`src/rtl/estoque_pkg.sv`:
```
// Shared state encoding and default sizing for the cork-stock counter.
// Defaults keep the count inside the range the downstream BCD encoders accept.
package estoque_pkg;

    localparam logic [1:0] OCIOSO        = 2'b00;
    localparam logic [1:0] DISPENSA      = 2'b01;
    localparam logic [1:0] ESPERA_LIBERA = 2'b10;
    localparam logic [1:0] REABASTECE    = 2'b11;

    localparam int WIDTH_PADRAO        = 7;
    localparam int MAX_ROLHAS_PADRAO   = 99;
    localparam int LOTE_PADRAO         = 15;
    localparam int LIMIAR_BAIXO_PADRAO = 5;

endpackage

```
`src/rtl/modulo_detector_borda.sv`:
```
// Rising-edge detector: input registered once, pulse is combinational (current high, previous low).
// No backpressure; the pulse lasts one cycle per rising edge.
module modulo_detector_borda (
    input  logic clk,
    input  logic rst_n,
    input  logic entrada,
    output logic borda
);

    logic anterior;

    always_ff @(posedge clk) begin
        if (!rst_n) begin
            anterior <= 1'b0;
        end else begin
            anterior <= entrada;
        end
    end

    assign borda = entrada & ~anterior;

endmodule

```
`src/rtl/modulo_estoque_rolhas.sv`:
```
// Cork-stock counter: one cork per capper handshake (ack two edges after the request is sampled),
// saturating batch refill on each refill edge; refill waits while a dispense is in progress.
module modulo_estoque_rolhas
    import estoque_pkg::*;
#(
    parameter int WIDTH        = WIDTH_PADRAO,
    parameter int MAX_ROLHAS   = MAX_ROLHAS_PADRAO,
    parameter int LOTE         = LOTE_PADRAO,
    parameter int LIMIAR_BAIXO = LIMIAR_BAIXO_PADRAO
) (
    input  logic             clk,
    input  logic             rst_n,
    input  logic             pedido_rolha,
    input  logic             pedido_reabastece,
    input  logic             limpa_erro,
    output logic             ack_rolha,
    output logic [WIDTH-1:0] reg_r,
    output logic             vazio,
    output logic             nivel_baixo,
    output logic             cheio,
    output logic             erro_falta
);

    localparam logic [WIDTH-1:0] MAX_W    = WIDTH'(MAX_ROLHAS);
    localparam logic [WIDTH-1:0] LIMIAR_W = WIDTH'(LIMIAR_BAIXO);
    localparam logic [WIDTH:0]   LOTE_X   = (WIDTH+1)'(LOTE);
    localparam logic [WIDTH:0]   MAX_X    = (WIDTH+1)'(MAX_ROLHAS);

    logic [1:0]       estado;
    logic             pedido_q;
    logic             pendente;
    logic             borda_reab;
    logic [WIDTH:0]   soma;
    logic [WIDTH-1:0] reabastecido;

    modulo_detector_borda u_detector (
        .clk     (clk),
        .rst_n   (rst_n),
        .entrada (pedido_reabastece),
        .borda   (borda_reab)
    );

    // One extra bit on the sum so a refill near the ceiling cannot wrap before saturation.
    assign soma         = {1'b0, reg_r} + LOTE_X;
    assign reabastecido = (soma > MAX_X) ? MAX_W : soma[WIDTH-1:0];

    assign vazio       = (reg_r == '0);
    assign nivel_baixo = (reg_r <= LIMIAR_W);
    assign cheio       = (reg_r == MAX_W);

    always_ff @(posedge clk) begin
        if (!rst_n) begin
            estado     <= OCIOSO;
            reg_r      <= '0;
            ack_rolha  <= 1'b0;
            erro_falta <= 1'b0;
            pendente   <= 1'b0;
            pedido_q   <= 1'b0;
        end else begin
            ack_rolha <= 1'b0;
            pedido_q  <= pedido_rolha;

            // A fresh edge landing on the refill cycle stays pending for another batch.
            if (borda_reab) begin
                pendente <= 1'b1;
            end else if (estado == REABASTECE) begin
                pendente <= 1'b0;
            end

            if ((estado == OCIOSO) && pedido_q && (reg_r == '0)) begin
                erro_falta <= 1'b1;
            end else if (limpa_erro) begin
                erro_falta <= 1'b0;
            end

            case (estado)
                OCIOSO: begin
                    if (pedido_q) begin
                        if (reg_r != '0) begin
                            estado <= DISPENSA;
                        end
                    end else if (pendente) begin
                        estado <= REABASTECE;
                    end
                end
                DISPENSA: begin
                    reg_r     <= reg_r - WIDTH'(1);
                    ack_rolha <= 1'b1;
                    estado    <= ESPERA_LIBERA;
                end
                ESPERA_LIBERA: begin
                    if (!pedido_q) begin
                        estado <= OCIOSO;
                    end
                end
                REABASTECE: begin
                    reg_r  <= reabastecido;
                    estado <= OCIOSO;
                end
                default: estado <= OCIOSO;
            endcase
        end
    end

endmodule

```
`config.mk`:
```
export PLATFORM = sky130hd
export DESIGN_NAME = modulo_estoque_rolhas
export DESIGN_NICKNAME = d
export VERILOG_FILES = /design/src/rtl/estoque_pkg.sv /design/src/rtl/modulo_detector_borda.sv /design/src/rtl/modulo_estoque_rolhas.sv
export SDC_FILE = /design/constraint.sdc
export NUM_CORES = 1
export LEC_CHECK = 0
export ABC_AREA = 1
export CAP_MARGIN = 5
export CORE_ASPECT_RATIO = 1.1
export CORE_UTILIZATION = 36
export CTS_CLUSTER_DIAMETER = 50
export DETAILED_ROUTE_END_ITERATION = 12
export GPL_TIMING_DRIVEN = 0
export SYNTH_ARGS = -nofsm -noshare
export SYNTH_HDL_FRONTEND = slang
export SYNTH_SLANG_ARGS = --single-unit
```
`constraint.sdc`:
```
create_clock -name clk -period 2.3 [get_ports clk]
set_input_delay 0.575 -clock clk [delete_from_list [all_inputs] [get_ports clk]]
set_output_delay 0.575 -clock clk [all_outputs]
set_load 0.02 [all_outputs]
```
==> results of run 1 <==
## power breakdown
| part | internal [uW] | switching (uW) | total, uW |
|---|---|---|---|
| clock network | 60.6 | 78.5 | 139 |
| registers | 313 | 108 | 421 |
| logic | 352 | 495 | 848 |
## cell families after synthesis
group	after synthesis	synth area share [%]
simple gates	59	35.7
buf+inv	19	9.20
compound gates	15	10.3
flops	14	34.4
xor+xnor	4	4.30
fa+ha+maj	4	6.14
## placed cells by master (no fill, tap or decap), drive strengths merged, types with 4 or more instances in the layout
cell,instances
ha,4
dfxtp,14
inv,16
nand3,7
a21oi,9
clkdlybuf4s50,13
nor2,11
nand2,34
clkbuf,4
## state kept, by name, summed over array words and instances (netlist names)
name	flops
reg_r	7
estado	2
ack_rolha	1
erro_falta	1
pedido_q	1
pendente	1
u_detector.anterior	1
## worst register-to-register path, cell delays in order (launching register included)
cell,delay [ps]
dfxtp_1,440
inv_1,110
ha_1,240
xnor2_1,200
nand3_1,130
nand3_2,90
nand2_1,70
nand2_2,120
nand2_1,70
a21oi_1,120
## how the worst max path moves through the flow
stage / slack [ps] / cells past startpoint / end
final: 140 / 5 / nivel_baixo
after global routing: 50 / 5 / nivel_baixo
after CTS: 120 / 5 / nivel_baixo
after detailed placement: 170 / 4 / cheio
after global placement: 200 / 4 / cheio
after floorplan: 290 / 3 / cheio
## per-stage QoR
stage / instance area (um2) / total power, uW
2_1_floorplan: 816 / 1010
3_3_place_gp: 1010 / 1300
3_5_place_dp: 1010 / 1310
4_1_cts: 1030 / 1420
5_1_grt: 1030 / 1530
6_report: 1030 / 1410
## routing by layer
metal / part of all wire, % / track usage [%] / vias up
met5: 0 / 0 / -
met4: 0.69 / 5.71 / 0
met3: 2.3 / 2.08 / 2
met2: 50 / 26.3 / 11
met1: 47 / 21.4 / 349
li1: - / - / 406
## area by class of cell
type	instances	share of cell area, %
well taps	28	3.40
flip-flops and latches	14	27.3
inverters	17	6.19
plain buffers	2	1.09
clock buffers	3	2.18
multi-input cells	82	44.7
repair buffers	16	15.2
==> impl_metrics.py, run 1 <==
metrics = {
    "floorplanning": {
        "num_rows": 17,
        "pin_count": 17,
        "die_w_um": 47.4,
        "die_y_um": 51.9,
        "dieArea_um2": 2460,
        "floorplan.initialDensity_pct": 39.5,
        "core_um2": 2060,
    },
    "route": {
        "vias": 768,
        "drt-total-wl_um": 1750,
        "route.detailed.drc": 0,
        "dr.pass1.iters": 4,
        "vias_per_cell": 4.74,
        "wire_per_inst_um": 10.8,
        "final_antenna_net_count": 0,
        "drtIter0Drc": 6,
    },
    "critical_path": {
        "endpoint_kind": "output port",
        "ff2ff_path_depth": 9,
        "crit_buf_inv": 2,
        "critPathTopFamily": "flip-flops",
        "critPathKind": "reg2out",
        "start_kind": "register",
        "r2r_setup_slack_ps": 640,
        "rr_startpoint": "reg_r[1]$_SDFFE_PN0P_",
        "slowest_stage": "dfxtp_1",
        "max_stage_delay_ps": 440,
        "path_cells": "inv_1 -> ha_1 -> nor3_1 -> nor3_1 -> dlygate4sd2_1",
        "path_max_fanout": 5,
        "crit_top_cell": "nor3_1",
        "reg2reg_to": "reg_r[2]$_SDFFE_PN0P_",
        "crit_path_start": "reg_r[1]$_SDFFE_PN0P_",
        "required_ps": 1730,
        "crit_arrival_ps": 1580,
    },
    "clocking": {
        "htreeDepth": 1,
        "clockBufferDepth": 2,
        "clk_pin_slew_ps": 90,
        "clock_latency_ps": 280,
        "cts_resized": 4,
        "cts_tree": "yes",
        "cts.sinks": 14,
        "root_buffer": "clkbuf_4",
        "holdBufCountCts": 0,
        "cts_setup_buffers": 0,
        "cts_buffers": 3,
    },
    "timing": {
        "finalSetupViolCount": 0,
        "relSlewSlack_pct": 66.5,
        "slew_viol_final": 0,
        "fin_ws_ps": 143,
        "hold_slack_ps": 435,
        "final.setup.tns_ps": 0,
        "worstMarginPinSlew_ps": 503,
        "period_minus_slack_ps": 2160,
        "fin_worst_skew_ps": 5.37,
        "rsz0062_at_grt": "no",
        "fmax_mhz": 464,
        "period_share_pct": 93.8,
        "hold_viol_final": 0,
    },
    "status": {
        "status": "finished, final reports clean",
    },
    "grt": {
        "gr-total-overflow": 0,
        "grt_max_degree": 11,
        "antenna_found_initial": 0,
        "grt_pass1_wl_um": 2840,
        "grt_use_total_pct": 16.2,
        "grt_pass1_vias": 663,
    },
    "placed_design": {
        "gp_congestion": 0.882,
        "post-place-ws_ps": 172,
        "dp_cells": 159,
        "dp_hpwl_um": 1370,
        "numPortBuffers": 16,
    },
    "layout": {
        "antennaDiodeCount": 0,
        "fin_nets": 145,
        "final-seq-area_um2": 282,
        "fillers": 226,
        "fin_util_pct": 50.0,
        "fin_cells": 162,
        "areaGrowthSynthToFinish_pct": 26.4,
        "multi_input_area_um2": 460,
        "drive_gt1_share_pct": 11.9,
    },
    "min_path": {
        "hold_depth": 1,
        "hold_path_class": "reg2reg",
        "min_to": "pendente$_SDFFE_PN0P_",
        "hp-start": "u_detector.anterior$_SDFF_PN0_",
    },
    "logic_synthesis": {
        "synth_top_area_share_pct": 34.4,
        "syn_avg_cell_area_um2": 7.09,
        "synth_edf_count": 0,
        "ys_warn_count": 0,
        "synth_seq_area_share_pct": 34.4,
        "yosys.area.top_type": "dfxtp_1",
        "synth-main-ff-cell": "dfxtp_1",
        "netlist_top_cells_area": "dfxtp_1 34%, nand2_1 13%, inv_1 7.4%",
        "ys_ff_latch": 14,
        "async_flop_share_pct": 0,
        "synthTopCellsByCount": "29 x nand2_1, 16 x inv_1, 14 x dfxtp_1",
        "syn_nets": 124,
        "synth_most_common_cell": "nand2_1",
        "synth_cells": 115,
        "syn-cell-area_um2": 816,
        "synth_cell_types": 24,
    },
    "power": {
        "p_per_area_nw_per_um2": 1360,
        "cellLeakagePower_uw": 0.000454,
        "irDropWorstVdd_v": 0.000693,
    },
    "flow_run": {
        "cap_violations": 0,
    },
}
Note: power is estimated with default switching activity, not from simulation.
==> run 2, diff against run 1 <==
Settings changed: CORE_MARGIN set to 2.
==> impl_metrics.py, run 2 (same netlist as run 1, synthesis figures left out) <==
metrics = {
    "clocking": {
        "clock_latency_ps": 270,
        "cts_tree": "yes",
        "root_buffer": "clkbuf_4",
        "cts.sinks": 14,
        "clockBufferDepth": 2,
        "cts_setup_buffers": 0,
        "cts_buffers": 3,
        "cts_resized": 4,
        "holdBufCountCts": 0,
        "htreeDepth": 1,
        "clk_pin_slew_ps": 90,
    },
    "layout": {
        "antennaDiodeCount": 0,
        "regMostFlops": "reg_r",
        "reg.largest.list": "reg_r x7, estado x2",
        "largest_reg_flops": 7,
        "fin_util_pct": 47.4,
        "areaGrowthSynthToFinish_pct": 28.4,
        "fin_cells": 165,
        "final_common_cell": "nand2_1",
        "drive_gt1_share_pct": 12.6,
        "stdcell_area_um2": 1050,
        "final_cell_mix": "29 x nand2_1, 16 x inv_1, 13 x dfxtp_1, 13 x clkdlybuf4s50_1, 9 x a21oi_1",
        "fin_nets": 145,
    },
    "placed_design": {
        "gp_congestion": 0.857,
        "numPortBuffers": 16,
        "placed_cell_area_um2": 1010,
        "dp_hpwl_um": 1350,
        "dp_cells": 161,
    },
    "timing": {
        "period_minus_slack_ps": 2160,
        "fin_worst_skew_ps": 3.07,
        "worstMarginPinSlew_ps": 535,
        "hold_slack_ps": 429,
        "slew_viol_final": 0,
        "final.setup.tns_ps": 0,
        "fmax_mhz": 464,
        "hold_viol_final": 0,
        "relSlewSlack_pct": 64.3,
        "finalSetupViolCount": 0,
        "period_share_pct": 93.7,
        "rsz0062_at_grt": "no",
    },
    "status": {
        "status": "finished, final reports clean",
    },
    "grt": {
        "grt_pass1_wl_um": 3130,
        "grt_pass1_vias": 723,
        "antenna_found_initial": 0,
        "gr-total-overflow": 0,
        "grt_max_degree": 11,
        "grt_use_total_pct": 15.6,
    },
    "floorplanning": {
        "dieArea_um2": 2660,
        "core_um2": 2210,
        "die_y_um": 53.9,
        "die_w_um": 49.4,
        "num_rows": 18,
        "floorplan.initialDensity_pct": 37.0,
        "pin_count": 17,
    },
    "route": {
        "wire_per_inst_um": 10.6,
        "dr.pass1.iters": 4,
        "vias": 778,
        "final_antenna_net_count": 0,
        "drtIter0Drc": 24,
        "vias_per_cell": 4.72,
        "route.detailed.drc": 0,
        "drt-total-wl_um": 1750,
    },
    "critical_path": {
        "critPathKind": "reg2out",
        "rr_startpoint": "reg_r[1]$_SDFFE_PN0P_",
        "ff2ff_path_depth": 9,
        "start_kind": "register",
        "crit_path_start": "reg_r[1]$_SDFFE_PN0P_",
        "crit_arrival_ps": 1580,
        "required_ps": 1730,
        "endpoint_kind": "output port",
        "path_max_fanout": 5,
    },
    "min_path": {
        "hold_path_class": "reg2reg",
        "hp-start": "u_detector.anterior$_SDFF_PN0_",
        "hold_depth": 1,
    },
    "power": {
        "irDropWorstVdd_v": 0.000525,
        "p_per_area_nw_per_um2": 1380,
        "cellLeakagePower_uw": 0.000461,
    },
    "flow_run": {
        "cap_violations": 0,
    },
}
## run 2: changes by cell type in the layout (fill, tap and decap cells not counted), sizes merged
cell / before / now
clkbuf: 4 / 5
## run 2: path summary, 6_finish.rpt
check                     endpoint  slack [ps]
min          pendente$_SDFFE_PN0P_         430
max reg2reg  reg_r[2]$_SDFFE_PN0P_         640
min reg2reg  pendente$_SDFFE_PN0P_         430
max                    nivel_baixo         140
## run 2: routing by layer
metal / vias up / part of all wire (%) / wire, um / global-route usage (%)
li1: 407 / - / - / -
met1: 352 / 48 / 846 / 18.5
met2: 17 / 48 / 834 / 28.2
met3: 2 / 3.5 / 61 / 3.33
met4: 0 / 0.57 / 10 / 5.56
met5: - / 0 / 0 / 0
## run 2: stage by stage
step	power (uW)	setup slack, ps
6_report	1440	145
3_3_place_gp	1300	198
3_5_place_dp	1300	194
4_1_cts	1460	146
5_1_grt	1580	34.5
2_1_floorplan	1010	293
## run 2: critical path, stage by stage, from the launching register on
cell and delay [ps]:
dfxtp_1 460, inv_1 120, ha_1 190, nor3_1 160, nor3_1 60, dlygate4sd2_1 320
## run 2: power by group
part	internal [uW]	switching [uW]
clock network	96.1	81.9
registers	313	109
logic	350	495
## run 2: cell type report
| type | instances | area [um2] |
|---|---|---|
| flip-flops and latches | 14 | 282 |
| well taps | 30 | 37.5 |
| clock buffers | 4 | 36.3 |
| inverters | 17 | 63.8 |
| repair buffers | 16 | 156 |
| plain buffers | 2 | 11.3 |
| fillers | 251 | 1160 |
| multi-input cells | 82 | 460 |
